===== config.mk =====
export PLATFORM = sky130hd
export DESIGN_NAME = note_tone_gen_flat
export DESIGN_NICKNAME = d
export VERILOG_FILES = /design/src/rtl/note_pkg.sv /design/src/rtl/note_tone_gen_if.sv /design/src/rtl/note_period_rom.sv /design/src/rtl/note_tone_gen.sv /design/src/flat_wrapper.sv
export SDC_FILE = /design/constraint.sdc
export NUM_CORES = 1
export LEC_CHECK = 0
export ABC_AREA = 1
export CAP_MARGIN = 20
export CORE_MARGIN = 5
export CORE_UTILIZATION = 41
export DETAILED_ROUTE_END_ITERATION = 7
export GPL_TIMING_DRIVEN = 1
export PLACE_DENSITY = 0.67
export RECOVER_POWER = 50
export SETUP_SLACK_MARGIN = 0.1
export SLEW_MARGIN = 20
export SYNTH_ARGS = -nofsm -noshare
export SYNTH_HDL_FRONTEND = slang
export SYNTH_SLANG_ARGS = --single-unit

===== constraint.sdc =====
create_clock -name clk -period 4.1 [get_ports clk]
set_input_delay 1.025 -clock clk [delete_from_list [all_inputs] [get_ports clk]]
set_output_delay 1.025 -clock clk [all_outputs]
set_load 0.01 [all_outputs]

===== src/rtl/note_pkg.sv =====
// Shared note/scale definitions for the tone generator and the tuner.
// RATIO[n] is the pitch ratio of semitone n relative to A, scaled by 1000.
// half_of() gives the square-wave half-period in clock cycles for semitone n
// at octave 0 (A1 = 55 Hz), using 64-bit constant arithmetic.
package note_pkg;

  localparam int unsigned NOTES_PER_OCT = 12;
  localparam int unsigned MAX_IDX       = 36;
  localparam int unsigned BASE_FREQ     = 55;

  localparam int unsigned RATIO [NOTES_PER_OCT] = '{
    1000, 1059, 1122, 1189, 1260, 1335, 1414, 1498, 1587, 1682, 1782, 1888
  };

  typedef enum logic [1:0] {IDLE, LOAD, RUN} state_t;

  // floor(clk_hz * 500 / (55 * RATIO[n]))
  function automatic longint unsigned half_of(input longint unsigned clk_hz,
                                              input int unsigned      n);
    longint unsigned den;
    den = 64'(BASE_FREQ) * 64'(RATIO[n]);
    return (clk_hz * 64'd500) / den;
  endfunction

endpackage


===== src/rtl/note_tone_gen_if.sv =====
// Request channel of the tone generator.
//   req_valid  : request present
//   req_ready  : generator can accept a request this cycle
//   req_note   : semitone 0..11 (0 = A)
//   req_octave : octave 0..3 above A1
//   req_mute   : stop the tone; note/octave ignored
interface note_tone_gen_if;
  logic       req_valid;
  logic       req_ready;
  logic [3:0] req_note;
  logic [1:0] req_octave;
  logic       req_mute;

  modport master (output req_valid, req_note, req_octave, req_mute,
                  input  req_ready);
  modport slave  (input  req_valid, req_note, req_octave, req_mute,
                  output req_ready);
endinterface


===== src/rtl/note_period_rom.sv =====
// Half-period lookup: 12-entry constant table derived from CLK_HZ, shifted
// right by the octave. One-cycle registered read.
//   clk    : system clock
//   note   : semitone 0..11 (values above 11 read as 0)
//   octave : octave 0..3
//   half   : registered half-period in clock cycles
module note_period_rom
  import note_pkg::*;
#(
  parameter int unsigned CLK_HZ = 100_000_000,
  parameter int unsigned CNT_W  = 24
) (
  input  logic             clk,
  input  logic [3:0]       note,
  input  logic [1:0]       octave,
  output logic [CNT_W-1:0] half
);

  localparam longint unsigned HZ = 64'(CLK_HZ);

  localparam longint unsigned HALF [NOTES_PER_OCT] = '{
    half_of(HZ, 0), half_of(HZ, 1), half_of(HZ, 2),  half_of(HZ, 3),
    half_of(HZ, 4), half_of(HZ, 5), half_of(HZ, 6),  half_of(HZ, 7),
    half_of(HZ, 8), half_of(HZ, 9), half_of(HZ, 10), half_of(HZ, 11)
  };

  // Shortest half-period must still give a usable square wave.
  if ((HALF[11] >> 3) < 64'd2) begin : g_min_half
    $error("note_period_rom: CLK_HZ too low, highest pitch half-period < 2");
  end

  // Longest half-period (A1) must fit the counter.
  if ((HALF[0] >> CNT_W) != 64'd0) begin : g_cnt_w
    $error("note_period_rom: CNT_W too narrow for the A1 half-period");
  end

  logic [63:0] base;

  always_comb begin
    base = '0;
    for (int unsigned i = 0; i < NOTES_PER_OCT; i++) begin
      if (note == 4'(i)) base = HALF[i];
    end
  end

  always_ff @(posedge clk) begin
    half <= CNT_W'(base >> octave);
  end

endmodule


===== src/rtl/note_tone_gen.sv =====
// Square-wave reference tone generator, A1 (55 Hz) .. A4 (440 Hz).
// A request (note, octave or mute) is taken over the req channel; while a tone
// plays, a new request is held pending and applied only when a low phase
// ends, so no truncated pulse is ever emitted.
//   clk, rst   : clock, synchronous active-high reset
//   req        : request channel (slave side)
//   tone_out   : square-wave output
//   active     : tone currently running
//   cur_note   : note now playing
//   cur_octave : octave now playing
//   err        : one-cycle pulse when an invalid request is dropped
module note_tone_gen
  import note_pkg::*;
#(
  parameter int unsigned CLK_HZ = 100_000_000,
  parameter int unsigned CNT_W  = 24
) (
  input  logic            clk,
  input  logic            rst,
  note_tone_gen_if.slave  req,
  output logic            tone_out,
  output logic            active,
  output logic [3:0]      cur_note,
  output logic [1:0]      cur_octave,
  output logic            err
);

  state_t state_q, state_d;

  logic             ready_c;
  logic             accept;
  logic             req_ok;
  logic [5:0]       idx;
  logic             period_end;

  logic             pend_valid;
  logic             pend_mute;
  logic [3:0]       pend_note;
  logic [1:0]       pend_octave;

  logic [3:0]       rom_note;
  logic [1:0]       rom_octave;
  logic [3:0]       ld_note;
  logic [1:0]       ld_octave;
  logic [CNT_W-1:0] rom_half;
  logic [CNT_W-1:0] half_q;
  logic [CNT_W-1:0] cnt;

  assign idx    = 6'(req.req_octave) * 6'(NOTES_PER_OCT) + 6'(req.req_note);
  assign req_ok = (req.req_note < 4'(NOTES_PER_OCT)) && (idx <= 6'(MAX_IDX));
  assign accept = req.req_valid && ready_c;

  // End of a low phase: the cycle the output would otherwise rise.
  assign period_end = (state_q == RUN) && (cnt == '0) && !tone_out;

  // In IDLE the ROM is addressed straight from the request so LOAD can use it
  // on the next cycle; otherwise it tracks the pending request.
  assign rom_note   = (state_q == IDLE) ? req.req_note   : pend_note;
  assign rom_octave = (state_q == IDLE) ? req.req_octave : pend_octave;

  note_period_rom #(
    .CLK_HZ (CLK_HZ),
    .CNT_W  (CNT_W)
  ) u_rom (
    .clk    (clk),
    .note   (rom_note),
    .octave (rom_octave),
    .half   (rom_half)
  );

  // State register
  always_ff @(posedge clk) begin
    if (rst) state_q <= IDLE;
    else     state_q <= state_d;
  end

  // Next-state logic
  always_comb begin
    state_d = state_q;
    unique case (state_q)
      IDLE:    if (accept && !req.req_mute && req_ok) state_d = LOAD;
      LOAD:    state_d = RUN;
      RUN:     if (period_end && pend_valid) state_d = pend_mute ? IDLE : LOAD;
      default: state_d = IDLE;
    endcase
  end

  // Outputs decoded from state
  always_comb begin
    ready_c = 1'b0;
    unique case (state_q)
      IDLE:    ready_c = 1'b1;
      RUN:     ready_c = !pend_valid;
      default: ready_c = 1'b0;
    endcase
  end

  assign req.req_ready = ready_c;

  // Datapath: pending request, counter, tone and status registers
  always_ff @(posedge clk) begin
    if (rst) begin
      pend_valid  <= 1'b0;
      pend_mute   <= 1'b0;
      pend_note   <= '0;
      pend_octave <= '0;
      ld_note     <= '0;
      ld_octave   <= '0;
      half_q      <= '0;
      cnt         <= '0;
      tone_out    <= 1'b0;
      active      <= 1'b0;
      cur_note    <= '0;
      cur_octave  <= '0;
      err         <= 1'b0;
    end else begin
      // Mute never checks note/octave, so it can never be invalid.
      err <= accept && !req.req_mute && !req_ok;

      if (state_q != LOAD) begin
        ld_note   <= rom_note;
        ld_octave <= rom_octave;
      end

      if (period_end && pend_valid) begin
        pend_valid <= 1'b0;
      end else if (state_q == RUN && accept && (req.req_mute || req_ok)) begin
        pend_valid  <= 1'b1;
        pend_mute   <= req.req_mute;
        pend_note   <= req.req_note;
        pend_octave <= req.req_octave;
      end

      unique case (state_q)
        IDLE: begin
          tone_out <= 1'b0;
          active   <= 1'b0;
        end
        LOAD: begin
          half_q     <= rom_half;
          cnt        <= rom_half - 1'b1;
          tone_out   <= 1'b1;
          active     <= 1'b1;
          cur_note   <= ld_note;
          cur_octave <= ld_octave;
        end
        RUN: begin
          if (cnt != '0) begin
            cnt <= cnt - 1'b1;
          end else if (tone_out) begin
            tone_out <= 1'b0;
            cnt      <= half_q - 1'b1;
          end else if (pend_valid) begin
            // Retune stretches this low phase by the LOAD cycle; mute stops.
            tone_out <= 1'b0;
            active   <= !pend_mute;
          end else begin
            tone_out <= 1'b1;
            cnt      <= half_q - 1'b1;
          end
        end
        default: begin
          tone_out <= 1'b0;
          active   <= 1'b0;
        end
      endcase
    end
  end

endmodule


===== src/flat_wrapper.sv =====
// flat-port wrapper written by rule: the top's interface ports become plain ports
module note_tone_gen_flat import note_pkg::*;
#(
  parameter int unsigned CLK_HZ = 100_000_000,
  parameter int unsigned CNT_W  = 24
)
  (clk, rst, tone_out, active, cur_note, cur_octave, err, req_req_valid, req_req_note, req_req_octave, req_req_mute, req_req_ready);
  note_tone_gen_if req_i ();
  input  logic clk;
  input  logic rst;
  output logic tone_out;
  output logic active;
  output logic [3:0] cur_note;
  output logic [1:0] cur_octave;
  output logic err;
  input wire logic [$bits(req_i.req_valid)-1:0] req_req_valid;
  input wire logic [$bits(req_i.req_note)-1:0] req_req_note;
  input wire logic [$bits(req_i.req_octave)-1:0] req_req_octave;
  input wire logic [$bits(req_i.req_mute)-1:0] req_req_mute;
  output wire logic [$bits(req_i.req_ready)-1:0] req_req_ready;
  assign req_i.req_valid = req_req_valid;
  assign req_i.req_note = req_req_note;
  assign req_i.req_octave = req_req_octave;
  assign req_i.req_mute = req_req_mute;
  assign req_req_ready = req_i.req_ready;
  note_tone_gen #(.CLK_HZ(CLK_HZ), .CNT_W(CNT_W)) u_core (.clk(clk), .rst(rst), .req(req_i), .tone_out(tone_out), .active(active), .cur_note(cur_note), .cur_octave(cur_octave), .err(err));
endmodule

* Yosys cells after proc, flatten, opt, wreduce, memory -nomap -nowiden *
Index checks and enable logic that the tools add are counted.

word-level totals
  register bits = 97
  output and inout bits = 10
  logic and storage cells = 101

operators by class
  add/sub/neg operators = 4
  multiply operators = 1
  order comparisons = 2
  equality and inequality tests = 20
  shift operators = 1
  muxes and demuxes = 31
  bitwise logic cells = 1
  reduce and logical (&&, ||, !) cells = 26

operators by type and width
  kind                   number
  $mux 64                11
  $mux 24                3
  $sub 24x1->24 const B  3
  $shr 64x2->24          1
  $pmux 24 s2            1
  $logic_not 24->1       1
  $reduce_bool 24->1     1
  $mux 20                1
  $eq 4x3->1 const B     4
  $eq 4x4->1 const B     4
  $logic_and 1x1->1      10
  $eq 4x2->1 const B     2
  $mux 1                 7
  $add 6x4->6            1
  $le 6x6->1 const B     1
  $mux 2                 3
  $ne 2x1->1 const B     3
  $ne 2x2->1 const B     3
  $pmux 1 s2             3
  $pmux 2 s3             1
  $reduce_and 2->1       3
  $logic_not 1->1        5
  $eq 4x1->1 const B     1
  $logic_not 4->1        1
  other kinds (12)       12

* Longest topological paths before layout *
Gate-level depths: netlist of the first run.

  word-level depth = 16
  gate-level depth with buffers = 18

* Hierarchy *
Synthesis of the first run repeated with hierarchy kept, for this count alone.

second synthesis, totals
  cell total of the unflattened synthesis = 913
  area, all modules = 5,672.9 µm²

by module, submodules not included
  module           times used  cells each  area an instance (µm²)  sequential area each (µm²)
  note_tone_gen    1           719         4,443.0                 1,461.4
  note_period_rom  1           194         1,229.9                 400.4

* Least setup slack after synthesis of the first run *
No wires, ideal clock.

  path kind = input to register
  from = input req_req_octave[0]
  to = register u_core.pend_note[0]
  library setup time = 0.119 ns
  data arrival time = 2.980 ns
  required time = 3.981 ns
  setup slack = 1.001 ns
  cell stages on the path = 13
  cells stage by stage = inv_1 -> ha_1 -> fa_1 -> xor2_1 -> nand3_1 -> nand2_1 -> o21ai_0 -> a21oi_1 -> nand3_1 -> or2_2 -> buf_2 -> o21ai_0 -> a21oi_1

between the ends
  longest elaborated chain between the ends = 7

ends and longest elaborated chain
  what                        RTL line              source
  start: declaration          flat_wrapper.sv:18    input wire logic [$bits(req_i.req_octave)-1:0] req_req_octave;
  $mul 2x2->4                 note_tone_gen.sv:49   assign idx = 6'(req.req_octave) * 6'(NOTES_PER_OCT) + 6'(req.req_note);
  $add 6x4->6                 note_tone_gen.sv:49
  $le 6x6->1                  note_tone_gen.sv:50   assign req_ok = (req.req_note < 4'(NOTES_PER_OCT)) && (idx <= 6'(MAX_IDX));
  $logic_and 1x1->1           note_tone_gen.sv:50
  $logic_or 1x1->1            note_tone_gen.sv:127  end else if (state_q == RUN && accept && (req.req_mute || req_ok)) begin
  $logic_and 1x1->1           note_tone_gen.sv:127
  $reduce_and 2->1 (no line)  --
  end signal: assignment      note_tone_gen.sv:130  pend_note <= req.req_note;
  end: declaration            note_tone_gen.sv:38   logic [3:0] pend_note;

Every way passes these cells.
A chain may end at the register's enable or synchronous reset.

* Worst setup path in the final report of the first run *
  from = input req_req_octave[0]
  to = register u_core.pend_note[1]

Same word-level chain as after synthesis.

==> results.sh, run 1 <==
export IMPL_layout_drive_gt1_share_pct=9.92
export IMPL_nNetsFinal=801
export IMPL_clkLatencyLatePin_ns=0.34
export IMPL_grt_max_degree=41
export IMPL_synth_largest_area_cell="dfxtp_1"
export IMPL_drv_slew=30
export IMPL_clk_pin_slew_ns=0.07
export IMPL_drc=0
export IMPL_maxCapViolCount=1
export IMPL_violations="capacitance limit, slew limit"
export IMPL_cts_buffer_depth=2
export IMPL_worstPathCellList="clkdlybuf4s50_1, inv_1, ha_1, fa_1, xor2_1, nand3_1, nand2_1, o21ai_0, a21oi_1, nand3_1, or2_2, o21ai_0, a21oi_1"
export IMPL_coreArea_um2=12100
export IMPL_post_cts_buffers=0
export IMPL_setup_viol=0
export IMPL_overflow=0
export IMPL_hold_depth=2
export IMPL_critPathMaxFanout=14
export IMPL_leakagePower_nw=2.53
export IMPL_ys_warn_count=0
export IMPL_setup_ws_ns=0.652
export IMPL_async_reset_ff_share_pct=0
export IMPL_dr_first_iter_drc_count=327
export IMPL_r2r_slack_ns=0.84
export IMPL_cp_start_kind="input port"
export IMPL_grt_pass1_wl_mm=21.3
export IMPL_yosysSeqAreaShare_pct=35.1
export IMPL_worstReg2RegEnd="u_core.cnt[21]"
export IMPL_cts_tree="built"
export IMPL_critPathBufInv=2
export IMPL_cts_buffers=9
export IMPL_critPathTopFamily="adder cells"
export IMPL_synth_area_per_cell_um2=6.57
export IMPL_gp_congestion=0.896
export IMPL_hp_class="register to register"
export IMPL_wl_per_cell_um=12.9
export IMPL_io_pins=20
export IMPL_timing_hold_ws_ns=0.447
export IMPL_fillers=1269
export IMPL_post_synth_num_cell_types=40
export IMPL_vias=4806
export IMPL_pre_cts_ws_ns=0.285
export IMPL_row_count=40
export IMPL_drt_wl_total_mm=12.3
export IMPL_ant_nets=0
export IMPL_worst_path_max_delay_cell="clkdlybuf4s50_1"
export IMPL_n_antenna_cell=0
export IMPL_grt_total_usage_pct=17.7
export IMPL_path_class="input port to register"
export IMPL_dp_hpwl_mm=8.84
export IMPL_tns_ns=0
export IMPL_skew_ns=0.00742
export IMPL_synth_top_area_share_pct=35.1
export IMPL_synth_edf_count=0
export IMPL_placed_cells=937
export IMPL_start_util_pct=42.1
export IMPL_hold_viol=0
export IMPL_ir_drop_mv=0.495
export IMPL_htreeDepth=3
export IMPL_worst_slew_margin_rel_pct=-1.22
export IMPL_post_cts_resized=0
export IMPL_rr_worst_depth=14
export IMPL_area_growth_pct=11.7
export IMPL_rsz0062_at_grt="no"
export IMPL_end_kind="register"
export IMPL_max_freq_mhz=290
export IMPL_synthCells=774
export IMPL_die_area_um2=14700
export IMPL_cp_arrival_ns=3.68
export IMPL_p_per_area_nw_per_um2=837
export IMPL_cts_hold_buffers_added=0
export IMPL_status="complete, but fails checks"
export IMPL_die_h_um=121
export IMPL_syn_cell_area_um2=5080
export IMPL_max_stage_delay_ns=0.53
export IMPL_first_pass_iters=5
export IMPL_yosys_top_cells_area="dfxtp_1, nand2_1, nor2_1"
export IMPL_holdPathEnd="u_core.pend_octave[1]"
export IMPL_period_minus_slack_ns=3.45
export IMPL_period_share_pct=84.1
export IMPL_portBuffers=19
export IMPL_finalNonFillerCells=954
export IMPL_vias_per_cell=5.04
export IMPL_synth_nets=794
export IMPL_die_x_um=121
export IMPL_antenna_found_initial=0
export IMPL_ys_flop_type="dfxtp_1"
export IMPL_power_w=0.00475
export IMPL_ys_ff_latch=89
export IMPL_root_buffer="clkbuf_16"
export IMPL_tightest_slew_ns=1.52
export IMPL_r2r_start="u_core.cnt[16]"
export IMPL_clock_sinks=89
export IMPL_worstPathRequired_ns=4.33
export IMPL_grt_pass1_vias=4411
export IMPL_hp_start="u_core.pend_octave[1]"
worst register-to-register path: stages, from the launching register on:
cell and delay (ns):
dfxtp_1 0.35, nor2_1 0.12, nand2_1 0.07, nor2_2 0.21, nand3_4 0.26, nor2_1 0.81, nand3_2 0.21, nand2_2 0.25
inv_2 0.27, nand2_1 0.21, nand2_1 0.09, inv_1 0.06, nand4_1 0.08, nand2_1 0.08, nor2_1 0.03
logic make-up (layout without fill, tap and decap cells):
group                      Yosys count  after routing  synth area share (%)
AOI/OAI and AO/OA                  144            144                  15.0
xor gates and xnor gates             6              6                  1.03
adders and majority gates           10             10                  2.61
buffers and inverters              107            119                  8.44
and+or+nand+nor                    414            414                  37.1
muxes                                4              4                 0.788
DFF                                 89             89                  35.1
synth_stat cells (6+ instances only):
master / number
nand2_1: 171
nor2_1: 115
dfxtp_1: 89
o21ai_0: 79
inv_1: 69
nand3_1: 66
a21oi_1: 39
clkbuf_1: 22
nor2_2: 14
o21ai_1: 11
nand2_2: 10
ha_1: 9
nand3_2: 9
nor2_4: 8
inv_2: 6
flip-flops by register name, summed over array words and instances (netlist names):
name	cells
u_core.ld_octave	2
u_core.state_q	2
u_core.pend_note	4
u_core.u_rom.half	20
u_core.cnt	24
u_core.pend_octave	2
u_core.tone_out	1
u_core.ld_note	4
u_core.err	1
u_core.pend_mute	1
u_core.pend_valid	1
u_core.active	1
u_core.cur_octave	2
u_core.half_q	20
u_core.cur_note	4
cell usage in the layout (no fill, tap or decap), types with 9 or more instances in the layout:
cell type,instances
a21oi_1,39
clkbuf_16,9
clkdlybuf4s50_1,9
dfxtp_1,89
dlygate4sd3_1,10
ha_1,9
inv_1,68
nand2_1,171
nand2_2,10
nand3_1,66
nand3_2,9
nor2_1,116
nor2_2,14
o21ai_0,79
o21ai_1,11
worst max-delay path by stage:
stage / startpoint / to / slack (ns) / depth (start not counted)
finish: req_req_octave[0] / u_core.pend_note[1] / 0.65 / 13
global route: req_req_octave[0] / u_core.pend_mute / 0.43 / 13
CTS: req_req_octave[0] / u_core.pend_note[2] / 0.66 / 13
detailed placement: req_req_octave[0] / u_core.pend_note[2] / 0.29 / 13
global placement: req_req_octave[0] / u_core.pend_octave[1] / 0.37 / 13
floorplan: req_req_octave[0] / u_core.pend_note[0] / 1.00 / 13
layout make-up:
type,count,area (um2),area share [%]
Inverter,76,285,5.03
Timing Repair Buffer,27,243,4.28
Tap cell,168,210,3.70
Multi-Input combinational cell,578,2860,50.5
Clock inverter,6,53.8,0.948
Clock buffer,10,239,4.21
Sequential cell,89,1780,31.4
power by group:
group | internal [W] | switching [W] | total (W)
logic | 0.000837 | 0.00175 | 0.00259
clock network | 0.000441 | 0.000370 | 0.000810
registers | 0.00118 | 0.000176 | 0.00136
per-stage QoR:
step           util [%]  instance area [um2]
4_1_cts            47.1                 5680
3_5_place_dp       44.7                 5390
5_1_grt            47.1                 5680
6_report           47.1                 5680
3_3_place_gp       44.7                 5390
2_1_floorplan         -                 5080
metal layers:
layer	vias up	track usage [%]	part of all wire (%)
met5	-	0	0
met4	0	4.55	1.3
met3	11	2.94	4.4
met2	116	28.2	46
met1	2158	24.8	48
li1	2521	-	-
Note: power is estimated with default switching activity, not from simulation.
==> run 2: changes to the inputs <==
- PLACE_DENSITY: 0.67 -> 0.7
- clock period: 4.1 -> 3 ns (I/O delays scaled with it)
==> run 2 against run 1 <==
Effect of this change: the flow still finishes with violations (capacitance limit, slew limit); total power up 40%; register-to-register slack worse by 0.48 ns; count of clock-buffer cells in the layout unchanged; core utilization up 1.6 points; critical path type unchanged; critical endpoint is now u_core.pend_mute; largest cell class unchanged; highest routed layer unchanged.
==> results.sh, run 2 (synthesis gave the netlist of run 1 again) <==
export IMPL_status="complete, but fails checks"
export IMPL_violations="capacitance limit, slew limit"
export IMPL_first_pass_iters=5
export IMPL_worstPathRequired_ns=3.23
export IMPL_r2r_start="u_core.cnt[16]"
export IMPL_wl_per_cell_um=12.8
export IMPL_rr_worst_depth=14
export IMPL_hold_depth=2
export IMPL_worst_slew_margin_rel_pct=-3.21
export IMPL_worstReg2RegEnd="u_core.cnt[21]"
export IMPL_largestRegisters="u_core.cnt x24, u_core.half_q x20, u_core.u_rom.half x20"
export IMPL_ir_drop_mv=0.641
export IMPL_setup_viol=0
export IMPL_clkLatencyLatePin_ns=0.34
export IMPL_skew_ns=0.00571
export IMPL_critPathMaxFanout=7
export IMPL_maxCapViolCount=1
export IMPL_placed_cells=955
export IMPL_ant_nets=0
export IMPL_hp_class="register to register"
export IMPL_hp_start="u_core.pend_note[2]"
export IMPL_antenna_found_initial=0
export IMPL_clock_sinks=89
export IMPL_drc=0
export IMPL_start_util_pct=42.1
export IMPL_timing_hold_ws_ns=0.450
export IMPL_cts_buffers=9
export IMPL_root_buffer="clkbuf_16"
export IMPL_gp_congestion=0.883
export IMPL_die_area_um2=14700
export IMPL_rsz0062_at_grt="no"
export IMPL_die_h_um=121
export IMPL_p_per_area_nw_per_um2=1130
export IMPL_tightest_slew_ns=1.55
export IMPL_final_cell_mix="nand2_1, nor2_1, dfxtp_1"
export IMPL_cts_tree="built"
export IMPL_cts_buffer_depth=2
export IMPL_clk_pin_slew_ns=0.07
export IMPL_dp_hpwl_mm=8.98
export IMPL_grt_total_usage_pct=17.5
export IMPL_nNetsFinal=819
export IMPL_period_share_pct=91.8
export IMPL_cp_start_kind="input port"
export IMPL_post_dp_cell_area_um2=5530
export IMPL_r2r_slack_ns=0.36
export IMPL_fillers=1242
export IMPL_end_kind="register"
export IMPL_vias=4825
export IMPL_largest_register_ffs=24
export IMPL_io_pins=20
export IMPL_max_freq_mhz=363
export IMPL_stdcell_area_um2=5870
export IMPL_overflow=0
export IMPL_finalNonFillerCells=972
export IMPL_portBuffers=19
export IMPL_holdPathEnd="u_core.pend_note[2]"
export IMPL_n_antenna_cell=0
export IMPL_cts_hold_buffers_added=0
export IMPL_drv_slew=30
export IMPL_path_class="input port to register"
export IMPL_layout_commonest_cell="nand2_1"
export IMPL_drt_wl_total_mm=12.4
export IMPL_row_count=40
export IMPL_top_register="u_core.cnt"
export IMPL_grt_pass1_wl_mm=21.2
export IMPL_coreArea_um2=12100
export IMPL_cp_arrival_ns=2.99
export IMPL_grt_max_degree=37
export IMPL_dr_first_iter_drc_count=293
export IMPL_vias_per_cell=4.96
export IMPL_hold_viol=0
export IMPL_htreeDepth=3
export IMPL_leakagePower_nw=2.63
export IMPL_tns_ns=0
export IMPL_die_x_um=121
export IMPL_grt_pass1_vias=4484
export IMPL_area_growth_pct=15.5
export IMPL_period_minus_slack_ns=2.75
export IMPL_layout_drive_gt1_share_pct=12.9
export IMPL_post_cts_buffers=0
[run 2: changes by cell type in the layout (fill, tap and decap cells not counted), moves of 2 or more]
cell,delta
o21ai_2,+4
buf_4,+16
or2_4,+2
dlygate4sd2_1,+3
o21ai_0,-9
clkdlybuf4s50_1,-4
nor2_4,+2
o21ai_1,+5
[run 2: worst max-delay path, stage by stage]
cell	delay, ns
clkdlybuf4s50_1	0.47
inv_1	0.07
fa_1	0.43
xor2_1	0.17
nand3_1	0.09
nand2_1	0.07
o21ai_1	0.09
a21oi_1	0.20
nand3_2	0.13
or2_4	0.32
o21ai_1	0.14
a21oi_1	0.06
[run 2: how the worst max path moves through the flow]
stage	startpoint	endpoint	slack, ns	cells past startpoint
6_report	req_req_note[3]	u_core.pend_mute	0.25	12
5_1_grt	u_core.cnt[16]	u_core.cnt[21]	0.1	14
4_1_cts	u_core.state_q[0]	u_core.cnt[18]	0.23	14
3_5_place_dp	req_req_octave[0]	u_core.pend_note[1]	-0.46	13
3_3_place_gp	req_req_octave[0]	u_core.pend_octave[0]	-0.37	13
2_1_floorplan	req_req_octave[0]	u_core.pend_note[0]	0.18	13
[run 2: cell type report]
class	instances	area, um2	share of cell area (%)
repair buffers	44	372	6.33
inverters	76	285	4.86
flip-flops and latches	89	1780	30.3
clock inverters	6	72.6	1.24
clock buffers	10	229	3.90
multi-input cells	579	2920	49.8
well taps	168	210	3.58
[run 2: timing repair]
action / 4_1_cts / 5_1_grt
endpoints found under the setup margin: 7 / 2
gates cloned: 1 / 0
gates resized for setup: 20 / 3
pin swaps: 5 / 0
[run 2: metal layers]
layer,share of wire (%),GRT usage (%),vias to the layer above
li1,-,-,2553
met1,50,23.2,2165
met2,46,28.8,93
met3,3.2,3.36,14
met4,1.4,5.25,0
met5,0,0,-
[run 2: power by group]
| part | switching [W] | internal (W) | total [W] |
|---|---|---|---|
| clock | 0.000493 | 0.000656 | 0.00115 |
| sequential | 0.000236 | 0.00162 | 0.00185 |
| combinational | 0.00240 | 0.00123 | 0.00363 |
| total | 0.00313 | 0.00351 | 0.00663 |
[run 2: per-stage QoR]
stage               setup WS [ns]  total power (W)  utilization [%]
floorplan                   0.176          0.00457                -
global placement           -0.369          0.00543             45.8
detailed placement         -0.465          0.00546             45.8
CTS                         0.225          0.00665             48.6
global route               0.0996          0.00728             48.7
finish                      0.246          0.00663             48.7
==> run 3: changes to the inputs <==
- PLACE_DENSITY: 0.7 -> 0.69
- SYNTH_HIERARCHICAL: default -> 1
==> run 3 against run 2 <==
Effect of this change: the run still ends with capacitance limit, slew limit left; synthesized cell count grew 18%; critical endpoint is now u_core/pend_octave[1]; highest routed layer unchanged; routed wire length increased by 15%; clock skew is 0.0035 ns higher; largest cell class unchanged.
==> results.sh, run 3 <==
export IMPL_cp_start_kind="input port"
export IMPL_coreArea_um2=13700
export IMPL_antenna_found_initial=0
export IMPL_path_class="input port to register"
export IMPL_end_kind="register"
export IMPL_htreeDepth=3
export IMPL_cpMostUsedCell="nand3_1"
export IMPL_r2r_start="u_core/state_q[0]"
export IMPL_post_synth_num_cell_types=37
export IMPL_drt_wl_total_mm=14.3
export IMPL_worst_slew_margin_rel_pct=-24.4
export IMPL_post_dp_cell_area_um2=6030
export IMPL_period_minus_slack_ns=2.75
export IMPL_setup_ws_ns=0.253
export IMPL_skew_ns=0.00916
export IMPL_critPathBufInv=3
export IMPL_register_area_um2=1860
export IMPL_p_per_area_nw_per_um2=1010
export IMPL_violations="capacitance limit, slew limit"
export IMPL_yosysSeqAreaShare_pct=32.8
export IMPL_hp_start="u_core/cur_octave[0]"
export IMPL_largestRegisters="u_core/cnt x24, u_core/half_q x24, u_core/u_rom/half x20"
export IMPL_worstPathRequired_ns=3.15
export IMPL_tightest_slew_ns=1.87
export IMPL_power_share_clock_pct=17.6
export IMPL_ant_nets=0
export IMPL_gp_congestion=0.925
export IMPL_final_cell_mix="nand2_1, nor2_1, nand3_1"
export IMPL_yosysMostFrequentCell="nand2_1"
export IMPL_maxCapViolCount=1
export IMPL_die_h_um=128
export IMPL_cts_tree="built"
export IMPL_cts_buffers=9
export IMPL_rsz0062_at_grt="no"
export IMPL_dp_hpwl_mm=10.7
export IMPL_pre_cts_ws_ns=-0.164
export IMPL_clkLatencyLatePin_ns=0.36
export IMPL_worst_path_max_delay_cell="clkdlybuf4s50_1"
export IMPL_drv_slew=41
export IMPL_clk_pin_slew_ns=0.08
export IMPL_r2r_slack_ns=0.38
export IMPL_vias_per_cell=5.04
export IMPL_synth_largest_area_cell="dfxtp_1"
export IMPL_root_buffer="clkbuf_16"
export IMPL_first_pass_iters=5
export IMPL_hp_class="register to register"
export IMPL_wl_per_cell_um=12.9
export IMPL_swShare_pct=47.8
export IMPL_drc=0
export IMPL_synth_edf_count=0
export IMPL_power_switching_w=0.00306
export IMPL_overflow=0
export IMPL_stdcell_area_um2=6340
export IMPL_worstPathCellList="clkdlybuf4s50_1, inv_1, ha_1, fa_1, xor2_1, nand3_1, nand2_1, o22ai_1, a21oi_2, buf_4, nand3_1, a21oi_1"
export IMPL_finalNonFillerCells=1111
export IMPL_p_comb_share_pct=52.4
export IMPL_start_util_pct=41.3
export IMPL_syn_cell_area_um2=5670
export IMPL_cts_buffer_depth=2
export IMPL_ys_ff_latch=93
export IMPL_max_freq_mhz=364
export IMPL_vias=5594
export IMPL_p_int_w=0.00334
export IMPL_grt_total_usage_pct=18.5
export IMPL_ys_top_cells_by_count="nand2_1, nor2_1, nand3_1"
export IMPL_critPathTopFamily="adder cells"
export IMPL_io_pins=20
export IMPL_layout_drive_gt1_share_pct=9.24
export IMPL_max_stage_delay_ns=0.47
export IMPL_grt_pass1_wl_mm=24.8
export IMPL_hold_viol=0
export IMPL_multi_input_area_um2=3250
export IMPL_ir_drop_mv=0.355
export IMPL_worstReg2RegEnd="u_core/cnt[16]"
export IMPL_async_reset_ff_share_pct=0
export IMPL_row_count=43
export IMPL_p_seq_share_pct=30.0
export IMPL_fillers=1452
export IMPL_leakagePower_nw=2.92
export IMPL_grt_pass1_vias=5111
export IMPL_grt_max_degree=41
export IMPL_cp_arrival_ns=2.90
export IMPL_layout_commonest_cell="nand2_1"
export IMPL_placed_cells=1093
export IMPL_nNetsFinal=946
export IMPL_die_area_um2=16300
export IMPL_die_x_um=128
export IMPL_yosys_top_cells_area="dfxtp_1, nand2_1, nand3_1"
export IMPL_setup_viol=0
export IMPL_area_growth_pct=11.7
export IMPL_synthCells=913
export IMPL_clock_sinks=93
export IMPL_portBuffers=19
export IMPL_dr_first_iter_drc_count=562
export IMPL_holdPathEnd="u_core/cur_octave[0]"
export IMPL_hold_depth=2
export IMPL_post_route_util_pct=46.2
export IMPL_ys_warn_count=6
export IMPL_critPathMaxFanout=7
export IMPL_ys_flop_type="dfxtp_1"
export IMPL_rr_worst_depth=16
export IMPL_n_antenna_cell=0
export IMPL_synth_top_area_share_pct=32.8
export IMPL_period_share_pct=91.6
export IMPL_synth_area_per_cell_um2=6.21
export IMPL_status="complete, but fails checks"
==> run 3: cell types whose count changed after synthesis, moves of 5 or more <==
cell,change
nand2_1,+69
nand3_1,+49
nor2_1,+21
inv_1,+18
o21ai_0,-18
a21oi_1,+9
buf_2,+7
buf_4,+6
o21ai_1,-5
==> run 3: cell families after synthesis <==
family	share of synthesized area, %
muxes	0.176
AOI/OAI and AO/OA	11.7
and+or+nand+nor	42.0
adders and majority gates	2.34
other	0.0661
buffers and inverters	10.3
DFF	32.8
xor gates and xnor gates	0.617
==> run 3: how the worst max path moves through the flow <==
| stage | depth (start not counted) | end | from | slack, ns |
|---|---|---|---|---|
| finish | 12 | u_core/pend_octave[1] | req_req_octave[0] | 0.25 |
| global route | 5 | u_core/cnt[9] | rst | 0.09 |
| CTS | 12 | u_core/pend_mute | req_req_octave[0] | 0.23 |
| detailed placement | 12 | u_core/pend_mute | req_req_octave[0] | -0.16 |
| global placement | 12 | u_core/pend_mute | req_req_octave[0] | -0.12 |
| floorplan | 11 | u_core/pend_mute | req_req_octave[0] | 0.26 |
==> run 3: final cells by class <==
cell class                 count  share of cell area, %
clock buffer                   9                   3.55
clock inverter                 7                   1.03
inverter                      91                   5.39
multi-input combinational    687                   51.2
sequential                    93                   29.4
tap                          180                   3.55
timing repair buffer          44                   5.85
==> run 3: routing by layer <==
| layer | part of all wire (%) | global-route usage (%) |
|---|---|---|
| met3 | 4.0 | 3.09 |
| met1 | 50 | 26.2 |
| met2 | 44 | 28.4 |
| met4 | 1.7 | 6.55 |
| met5 | 0 | 0 |
==> run 3: worst register-to-register path, delay by kind of cell, from the launching register on <==
kind / cells / cell delay (ns)
and+or+nand+nor: 10 / 1.19
buffers and inverters: 5 / 0.72
DFF: 1 / 0.33
adders and majority gates: 1 / 0.31
==> run 3: stage by stage <==
step	setup TNS, ns	hold slack [ns]	power (W)
after floorplan	0	0.429	0.00448
after global placement	-0.471	0.443	0.00524
after detailed placement	-0.815	0.444	0.00527
after CTS	0	0.456	0.00641
after global routing	0	0.483	0.00703
final	0	0.459	0.00639
==> run 3: timing repair <==
item	4_1_cts	5_1_grt
hold buffers	0	0
endpoints found under the setup margin	0	7
endpoints found under the hold margin	0	0
gates resized for setup	0	2
setup buffers	0	2
==> run 3: power by group through the flow <==
stage	registers, W	logic [W]	clock network (W)
finish	0.00192	0.00335	0.00112
global route	0.00197	0.00384	0.00123
CTS	0.00192	0.00333	0.00116
detailed placement	0.00194	0.00332	0
global placement	0.00193	0.00331	0
floorplan	0.00187	0.00261	0
